<file path="src/rtl/avalon_rsa_dma.sv">
// avalon_rsa_dma: Avalon-MM DMA front end for the byte-serial RSA core.
// Reads N and E once per job, then for each message fetches the word,
// byte-loads it into the core, starts it, byte-unloads the result and
// writes it back to the message's address.
// Optional feature macro: RSA_DMA_IRQ_EN (adds the irq output and IRQ_EN bit).
module avalon_rsa_dma #(
  parameter int DATA_W = 256,
  parameter int ADDR_W = 32,
  parameter int CNT_W  = 16
) (
  input  logic                        clk,
  input  logic                        reset,
  input  logic                        avm_waitrequest,
  output logic [ADDR_W-1:0]           avm_address,
  output logic                        avm_read,
  output logic                        avm_write,
  input  logic                        avm_readdatavalid,
  input  logic [DATA_W-1:0]           avm_readdata,
  output logic [DATA_W-1:0]           avm_writedata,
  input  logic [1:0]                  avs_address,
  input  logic                        avs_read,
  input  logic                        avs_write,
  input  logic [31:0]                 avs_writedata,
  output logic [31:0]                 avs_readdata,
  output logic                        avs_waitrequest,
  output logic                        core_we,
  output logic                        core_oe,
  output logic                        core_start,
  output logic [1:0]                  core_reg_sel,
  output logic [$clog2(DATA_W/8)-1:0] core_addr,
  output logic [7:0]                  core_data_i,
  input  logic [7:0]                  core_data_o,
  input  logic                        core_ready
`ifdef RSA_DMA_IRQ_EN
  ,
  output logic                        irq
`endif
);

  localparam int BYTES = DATA_W / 8;
  localparam int CA_W  = $clog2(BYTES);
  localparam int BC_W  = CA_W + 1;
  localparam logic [BC_W-1:0]   LAST_C = BC_W'(BYTES - 1);
  localparam logic [BC_W-1:0]   FULL_C = BC_W'(BYTES);
  localparam logic [ADDR_W-1:0] STEP_C = ADDR_W'(BYTES);

  localparam logic [3:0] S_IDLE   = 4'd0;
  localparam logic [3:0] S_RD     = 4'd1;
  localparam logic [3:0] S_RWAIT  = 4'd2;
  localparam logic [3:0] S_LOAD   = 4'd3;
  localparam logic [3:0] S_START  = 4'd4;
  localparam logic [3:0] S_CALC   = 4'd5;
  localparam logic [3:0] S_UNLOAD = 4'd6;
  localparam logic [3:0] S_WR     = 4'd7;
  localparam logic [3:0] S_NEXT   = 4'd8;

  // Which word the current read fetches: modulus, exponent or a message.
  localparam logic [1:0] P_N   = 2'd0;
  localparam logic [1:0] P_E   = 2'd1;
  localparam logic [1:0] P_MSG = 2'd2;

  logic [3:0]        state_r;
  logic [1:0]        phase_r;
  logic [ADDR_W-1:0] addr_r;
  logic [ADDR_W-1:0] base_r;
  logic [CNT_W-1:0]  count_r;
  logic [CNT_W-1:0]  processed_r;
  logic [BC_W-1:0]   byte_cnt_r;
  logic [DATA_W-1:0] rd_buf_r;
  logic [DATA_W-1:0] wr_buf_r;
  logic              busy_r;
  logic              done_r;
  logic              irq_en_r;
  logic              zero_go_r;
  logic              calc_first_r;

  logic              go_s;
  logic              clr_s;
  logic              done_set_s;
  logic [CNT_W-1:0]  processed_inc_s;

  function automatic logic [7:0] byte_of(input logic [DATA_W-1:0] w, input logic [CA_W-1:0] i);
    return 8'(w >> {i, 3'b000});
  endfunction

  function automatic logic [DATA_W-1:0] put_byte(input logic [DATA_W-1:0] w,
                                                 input logic [CA_W-1:0] i,
                                                 input logic [7:0] b);
    logic [DATA_W-1:0] mask;
    mask = {{(DATA_W-8){1'b0}}, 8'hFF} << {i, 3'b000};
    return (w & ~mask) | ({{(DATA_W-8){1'b0}}, b} << {i, 3'b000});
  endfunction

  function automatic logic [1:0] sel_of(input logic [1:0] p);
    case (p)
      P_N:     return 2'b10;
      P_E:     return 2'b11;
      default: return 2'b01;
    endcase
  endfunction

  assign avs_waitrequest = 1'b0;
  assign avm_writedata   = wr_buf_r;

  // CSR0 command decode and completion detection.
  always_comb begin
    go_s            = 1'b0;
    clr_s           = 1'b0;
    processed_inc_s = processed_r + CNT_W'(1);
    if (avs_write && (avs_address == 2'd0)) begin
      go_s  = avs_writedata[0] & ~busy_r;
      clr_s = avs_writedata[2];
    end else begin
      go_s  = 1'b0;
      clr_s = 1'b0;
    end
    done_set_s = zero_go_r | ((state_r == S_NEXT) && (processed_inc_s == count_r));
  end

  // Software-programmed configuration registers.
  always_ff @(posedge clk or posedge reset) begin
    if (reset) begin
      base_r   <= '0;
      count_r  <= '0;
      irq_en_r <= 1'b0;
    end else if (avs_write) begin
      case (avs_address)
`ifdef RSA_DMA_IRQ_EN
        2'd0:    irq_en_r <= avs_writedata[4];
`else
        2'd0:    irq_en_r <= 1'b0;
`endif
        2'd1:    if (!busy_r) base_r  <= ADDR_W'(avs_writedata);
        2'd2:    if (!busy_r) count_r <= CNT_W'(avs_writedata);
        default: ;
      endcase
    end
  end

  // Registered CSR read port, one cycle latency.
  always_ff @(posedge clk or posedge reset) begin
    if (reset) begin
      avs_readdata <= 32'd0;
    end else if (avs_read) begin
      case (avs_address)
        2'd0:    avs_readdata <= {27'd0, irq_en_r, 1'b0, done_r, busy_r, 1'b0};
        2'd1:    avs_readdata <= 32'(base_r);
        2'd2:    avs_readdata <= 32'(count_r);
        default: avs_readdata <= 32'(processed_r);
      endcase
    end
  end

`ifdef RSA_DMA_IRQ_EN
  // Interrupt is a registered copy of DONE gated by IRQ_EN.
  always_ff @(posedge clk or posedge reset) begin
    if (reset) irq <= 1'b0;
    else       irq <= done_r & irq_en_r;
  end
`endif

  // Job sequencer: drives the master port and the core byte interface.
  always_ff @(posedge clk or posedge reset) begin
    if (reset) begin
      state_r      <= S_IDLE;
      phase_r      <= P_N;
      addr_r       <= '0;
      processed_r  <= '0;
      byte_cnt_r   <= '0;
      rd_buf_r     <= '0;
      wr_buf_r     <= '0;
      busy_r       <= 1'b0;
      done_r       <= 1'b0;
      zero_go_r    <= 1'b0;
      calc_first_r <= 1'b0;
      avm_address  <= '0;
      avm_read     <= 1'b0;
      avm_write    <= 1'b0;
      core_we      <= 1'b0;
      core_oe      <= 1'b0;
      core_start   <= 1'b0;
      core_reg_sel <= 2'b00;
      core_addr    <= '0;
      core_data_i  <= 8'd0;
    end else begin
      zero_go_r <= 1'b0;
      // A completion in this cycle beats a software clear.
      if (done_set_s)  done_r <= 1'b1;
      else if (clr_s)  done_r <= 1'b0;
      case (state_r)
        S_IDLE: begin
          if (go_s) begin
            processed_r <= '0;
            if (count_r != '0) begin
              busy_r      <= 1'b1;
              phase_r     <= P_N;
              addr_r      <= base_r;
              avm_address <= base_r;
              avm_read    <= 1'b1;
              state_r     <= S_RD;
            end else begin
              zero_go_r <= 1'b1;
            end
          end
        end
        S_RD: begin
          if (!avm_waitrequest) begin
            avm_read <= 1'b0;
            state_r  <= S_RWAIT;
          end
        end
        S_RWAIT: begin
          if (avm_readdatavalid) begin
            rd_buf_r     <= avm_readdata;
            byte_cnt_r   <= '0;
            core_we      <= 1'b1;
            core_addr    <= '0;
            core_data_i  <= avm_readdata[7:0];
            core_reg_sel <= sel_of(phase_r);
            state_r      <= S_LOAD;
          end
        end
        S_LOAD: begin
          if (byte_cnt_r == LAST_C) begin
            core_we     <= 1'b0;
            core_addr   <= '0;
            core_data_i <= 8'd0;
            if (phase_r != P_MSG) begin
              phase_r     <= phase_r + 2'd1;
              addr_r      <= addr_r + STEP_C;
              avm_address <= addr_r + STEP_C;
              avm_read    <= 1'b1;
              state_r     <= S_RD;
            end else begin
              core_start <= 1'b1;
              state_r    <= S_START;
            end
          end else begin
            byte_cnt_r  <= byte_cnt_r + BC_W'(1);
            core_addr   <= core_addr + CA_W'(1);
            core_data_i <= byte_of(rd_buf_r, core_addr + CA_W'(1));
          end
        end
        S_START: begin
          core_start   <= 1'b0;
          calc_first_r <= 1'b1;
          state_r      <= S_CALC;
        end
        S_CALC: begin
          // core_ready may still show the previous idle state right after start.
          calc_first_r <= 1'b0;
          if (!calc_first_r && core_ready) begin
            core_oe    <= 1'b1;
            core_addr  <= '0;
            byte_cnt_r <= '0;
            state_r    <= S_UNLOAD;
          end
        end
        S_UNLOAD: begin
          // core_data_o lags the presented address by one cycle.
          if (byte_cnt_r != '0) begin
            wr_buf_r <= put_byte(wr_buf_r, CA_W'(byte_cnt_r - BC_W'(1)), core_data_o);
          end
          if (byte_cnt_r == FULL_C) begin
            avm_write   <= 1'b1;
            avm_address <= addr_r;
            state_r     <= S_WR;
          end else begin
            byte_cnt_r <= byte_cnt_r + BC_W'(1);
            if (byte_cnt_r == LAST_C) begin
              core_oe   <= 1'b0;
              core_addr <= '0;
            end else begin
              core_addr <= core_addr + CA_W'(1);
            end
          end
        end
        S_WR: begin
          if (!avm_waitrequest) begin
            avm_write <= 1'b0;
            state_r   <= S_NEXT;
          end
        end
        S_NEXT: begin
          processed_r <= processed_inc_s;
          if (processed_inc_s == count_r) begin
            busy_r  <= 1'b0;
            state_r <= S_IDLE;
          end else begin
            addr_r      <= addr_r + STEP_C;
            avm_address <= addr_r + STEP_C;
            avm_read    <= 1'b1;
            state_r     <= S_RD;
          end
        end
        default: begin
          busy_r     <= 1'b0;
          avm_read   <= 1'b0;
          avm_write  <= 1'b0;
          core_we    <= 1'b0;
          core_oe    <= 1'b0;
          core_start <= 1'b0;
          state_r    <= S_IDLE;
        end
      endcase
    end
  end

endmodule
</file>
<file path="config.mk">
export PLATFORM = sky130hd
export DESIGN_NAME = avalon_rsa_dma
export DESIGN_NICKNAME = d
export VERILOG_FILES = /design/src/rtl/avalon_rsa_dma.sv
export SDC_FILE = /design/constraint.sdc
export NUM_CORES = 2
export LEC_CHECK = 0
export BUFFER_PORTS_ARGS = -buffer_cell sky130_fd_sc_hd__buf_4
export CORE_MARGIN = 5
export CORE_UTILIZATION = 45
export CTS_CLUSTER_DIAMETER = 200
export CTS_CLUSTER_SIZE = 16
export DETAILED_ROUTE_END_ITERATION = 12
export PLACE_DENSITY_LB_ADDON = 0.15
export SLEW_MARGIN = 0
export SYNTH_ARGS = -nofsm -noshare
export SYNTH_HDL_FRONTEND = slang
export SYNTH_SLANG_ARGS = --single-unit
</file>
<file path="constraint.sdc">
create_clock -name clk -period 25.7 [get_ports clk]
set_clock_uncertainty 0.2 [all_clocks]
set_input_delay 5.14 -clock clk [delete_from_list [all_inputs] [get_ports clk]]
set_output_delay 5.14 -clock clk [all_outputs]
set_load 0.01 [all_outputs]
</file>
### Word-level counts from Yosys, hierarchy flattened

Index checks and enable logic that the tools add are counted.

| word-level totals | value |
|---|---|
| output and inout port bits | 341 |
| input port bits | 305 |
| register bits | 708 |
| ROM bits | 0 |
| latch bits | 0 |
| memories | 0 |
| bits in writable memories | 0 |
| word-level logic and storage cells | 184 |

| operators by class | value |
|---|---|
| bitwise operators | 12 |
| reduce and logical (&&, ||, !) cells | 41 |
| magnitude comparators | 0 |
| add/sub/neg operators | 6 |
| muxes and demuxes | 69 |
| shift operators | 3 |
| multipliers | 0 |
| eq/ne operators | 30 |
| divide/modulo/power cells | 0 |

Operators with widths:

| kind | count |
|---|---|
| 256-bit AND | 1 |
| 256-bit inverter | 1 |
| 256-bit bitwise OR | 1 |
| 8-bit by 8-bit << shifter with 256-bit output | 1 |
| 8-bit by 8-bit << shifter with 256-bit output, first input constant | 1 |
| 256-bit by 8-bit >> shifter with 8-bit output | 1 |
| 32-bit 2-to-1 mux | 6 |
| 32-bit case mux with 3 select lines | 2 |
| 32-bit case mux with 4 select lines | 1 |
| 4-bit case mux with 9 select lines | 1 |
| 7-bit OR reduction | 5 |
| 32-bit by 6-bit adder with 32-bit output, second input constant | 1 |
| 4-bit 2-to-1 mux | 8 |
| 16-bit case mux with 2 select lines | 1 |
| 2-bit inequality test, second input constant | 15 |
| 6-bit 2-to-1 mux | 4 |
| 6-bit case mux with 4 select lines | 1 |
| 1-bit 2-to-1 mux | 22 |
| 5-bit 2-to-1 mux | 4 |
| 5-bit case mux with 4 select lines | 1 |
| 16-bit by 1-bit adder with 16-bit output, second input constant | 1 |
| 16-bit == test | 1 |
| 4-bit by 3-bit == test with 1-bit output, second input constant | 4 |
| 16-bit 2-to-1 mux | 1 |
| 40 further kinds | 76 |

### Logic depth before layout (Yosys ltp)

| logic depth | value |
|---|---|
| depth after elaboration | 5 |
| gate-level depth with buffers | 12 |

### Worst setup path after synthesis

OpenSTA, ideal clock, no wires.

| path | value |
|---|---|
| path kind | input-to-reg |
| start | in avs_address[1] |
| end | reg avm_address[10] |
| stages on the path | 9 |
| data required time | 25.375 ns |
| path buffers | 2 |
| data arrival time | 7.067 ns |
| setup slack | 18.308 ns |
| library setup time | 0.125 ns |
| cells stage by stage | buf_2 nor2_1 nand3_1 nand2b_1 a32oi_1 nand2_1 nor3_4 buf_6 mux2_4 |

| on the way | value |
|---|---|
| longest elaborated chain between the ends | 5 |

Ends and longest elaborated chain:

| what | RTL line | RTL |
|---|---|---|
| start: declaration | 20 | `input logic [1:0] avs_address,` |
| 2-bit zero test | - |  |
| 1-bit logical AND | 110 | `if (avs_write && (avs_address == 2'd0)) begin` |
| 1-bit 2-to-1 mux | 110 |  |
| 2-bit inequality test (no source line) | - |  |
| 7-bit AND reduction (no source line) | - |  |
| end signal: assignment | 198 | `avm_address <= base_r;` |
| end signal: assignment | 231 | `avm_address <= addr_r + STEP_C;` |
| end signal: assignment | 266 | `avm_address <= addr_r;` |
| end: declaration | 14 | `output logic [ADDR_W-1:0] avm_address,` |

Every way passes these cells.
A chain may end at the register's enable or synchronous reset.

==> out/qor.txt <==
# IOs = 646
VDD IR max = 0.00006790 V
global-route wire length before repair = 152.0 mm
Rel. slew slack = 21.32%
nets@finish = 3,399
compound-cell area share of the yosys netlist = 11.88%
Critical Path Sink Type = async pin
Crit Path Max Fanout = 132
final worst-path cycle share = 32.07%
DIE AREA = 75,610 sq um
status = finished clean
Starting Density = 45.27%
Via-to-Cell Ratio = 5.887
Synth Area in Adders = 0.5861%
Commonest cells post-synth = dfrtp_1 (708), mux2_2 (334), nand2_1 (278), o21ai_0 (222), clkbuf_1 (138)
area leader, netlist = dfrtp_1
clk_lat worst skew = 0.62 ns
Avg Synthesized Cell Area = 12.45 sq um
CTS Buf Count = 50
CTS tree = yes
synthesized flop and latch total = 708
Setup violations, final = 0
largest family of logic cells by synthesized area = multiplexers
syn_nets = 2,856
core area = 69,790 sq um
achievable frequency = 0.1213 GHz
Yosys top cell area share = 56.08%
initial antenna violation count = 18
simple-gate share of the synthesized area = 8.297%
H-Tree Depth = 2
grt total ovfl = 0
Detail Route Antenna Nets = 0
max cap viols = 0
count leader, synth = dfrtp_1
DIE WIDTH = 275.0 microns
Vias = 23.74k
Area Overhead vs Synth = 22.03%
synthesized area = 31,590 sq um
Critical Setup Path Class = in -> async
final hold violations = 0
Post-DP HPWL = 73.75 mm
critical path arrival = 8.62 ns
Async S/R FF share, synth = 100.0%
unrepaired setup endpoints after global routing = no
clock root cell = clkbuf_16
Pleak = 17.58 nW
Mapped Cells = 2,537
Max Root-Sink Buffers = 3
synth top area cells = dfrtp_1 (56%), mux2_2 (12%), mux4_2 (5.8%)
WL per Instance = 25.27 microns
PwrDens = 114.5 nW/um^2
Die Ht = 275.0 microns
largest net degree at the start of global routing = 194
critical path startpoint category = input pin
register area share after synthesis = 56.08%
Worst-path clk slew = 0.08 ns
placed cell area = 37,210 sq um
commonest register cell after synthesis = dfrtp_1
# port buffers = 644
First-pass DRT Iterations = 7
post-route cell area = 38,550 sq um
number of flops mapped to enable cells by yosys = 0
Synth Warn # = 0
CTS Sinks = 708
total track usage = 26.01%
worst hold path type = reg -> reg
min cycle time layout = 8.243 ns
Setup TNS = 0 ns
Least-Margin Pin Slew = 1.180 ns
PostCTS Resize Cnt = 0
Detailed Route WL = 101.9 mm
Std-Cell Rows = 97
Post-CTS Setup Repair Bufs = 0
post-synthesis cell type count = 76
Slew Limit Fails = 0
mux contribution to synthesized area = 19.43%
routability cong. = 0.8741
# DRC = 0
cts hold-fix bufs = 0
Post-Synth XOR/XNOR Area = 0.7762%
share of cells above drive strength 1 = 39.18%
DRT iter0 DRCs = 1,622
vias in the first global route = 24.37k
r2r setup slk = 21.19 ns
Worst Path Required = 26.08 ns
-- where the power goes --
| group | leakage, nW | switching [mW] | internal [mW] |
|---|---|---|---|
| sequential | 8.43 | 0.346 | 1.53 |
| combinational | 8.50 | 0.867 | 0.926 |
| clock | 0.651 | 0.386 | 0.354 |
-- critical path, stage by stage --
cell and delay, ns:
buf_4 0.13, inv_8 0.59, buf_4 0.91, buf_4 0.70, buf_4 0.90
-- worst paths after layout --
check / cells after the start / to / startpoint
max: 5 / avs_readdata[12]$_DFFE_PP0P_ / reset
min: 1 / done_r$_DFFE_PP0P_ / zero_go_r$_DFF_PP0_
max reg2reg: 8 / core_data_i[5]$_DFFE_PP0P_ / core_addr[0]$_DFFE_PP0P_
min reg2reg: 1 / done_r$_DFFE_PP0P_ / zero_go_r$_DFF_PP0_
max in group clk: 9 / addr_r[6]$_DFFE_PP0P_ / avs_address[1]
min in group asynchronous: 2 / rd_buf_r[91]$_DFFE_PP0P_ / reset
-- placed cells by master, fill, tap and decap left out, drive strengths merged, types with 6 or more instances in the layout --
master / Yosys / final
o311ai: 8 / 8
nor4: 13 / 13
diode: 0 / 9
buf: 47 / 676
a22oi: 14 / 14
o211ai: 9 / 9
mux2: 362 / 362
nand2: 279 / 279
a32o: 128 / 128
a21oi: 51 / 51
o21ai: 223 / 223
xor2: 12 / 12
o22ai: 19 / 19
o22a: 6 / 6
o31ai: 10 / 10
o21a: 8 / 8
nor3b: 8 / 8
mux4: 82 / 82
nand4: 17 / 17
a2bb2oi: 12 / 12
dfrtp: 708 / 708
nand3: 60 / 60
inv: 42 / 44
and3: 12 / 12
nand3b: 8 / 8
o31a: 6 / 6
a31oi: 13 / 13
and2: 7 / 7
xnor2: 16 / 16
clkbuf: 138 / 52
or3: 7 / 7
ha: 14 / 14
nor2b: 9 / 9
nor3: 34 / 34
mux2i: 11 / 11
nor2: 83 / 83
a211oi: 6 / 6
-- registers in the layout, summed over array words and instances, names as in the netlist, 4 cells and up --
register,flops
avs_readdata,32
addr_r,32
count_r,16
core_addr,5
core_data_i,8
base_r,32
state_r,4
rd_buf_r,256
byte_cnt_r,6
processed_r,16
avm_address,32
avm_writedata,256
-- through the flow --
step / worst slack, ns / instances / hold WS (ns) / utilization, % / power (mW)
finish: 17.46 / 4032 / 0.2489 / 55.25 / 4.413
global route: 16.84 / 4030 / 0.2636 / 55.24 / 4.667
CTS: 17.36 / 4023 / 0.2461 / 55.21 / 4.441
detailed placement: 16.71 / 3968 / 0.2285 / 53.31 / 3.697
global placement: 16.86 / 3968 / 0.2217 / 53.31 / 3.628
floorplan: 0.5030 / 2537 / 0.2127 / - / 2.990
-- logic make-up (layout without fill, tap and decap cells) --
family                     after synthesis  in the layout
muxes                                  455            455
DFF                                    708            708
adders and majority gates               15             15
buffers and inverters                  228            774
xor gates and xnor gates                28             28
AOI/OAI and AO/OA                      543            543
and+or+nand+nor                        559            559
other                                    1             10
-- layout make-up --
| cell class | instances | area [sq um] |
|---|---|---|
| fill | 5972 | 31230 |
| clock inverter | 3 | 45.04 |
| multi-input combinational | 1601 | 13060 |
| antenna | 9 | 22.52 |
| timing repair buffer | 676 | 5087 |
| clock buffer | 52 | 1280 |
| tap | 940 | 1176 |
| inverter | 43 | 168.9 |
| sequential | 708 | 17720 |
-- metal layers --
layer  GRT usage (%)  share of wire (%)  vias up
met5               0               0.15        -
met4           9.418                3.8       20
met3           7.204                7.8      209
met2           43.53                 50      850
met1           32.58                 38    12260
li1                -                  -    10400
Note: power is estimated with default switching activity, not from simulation.
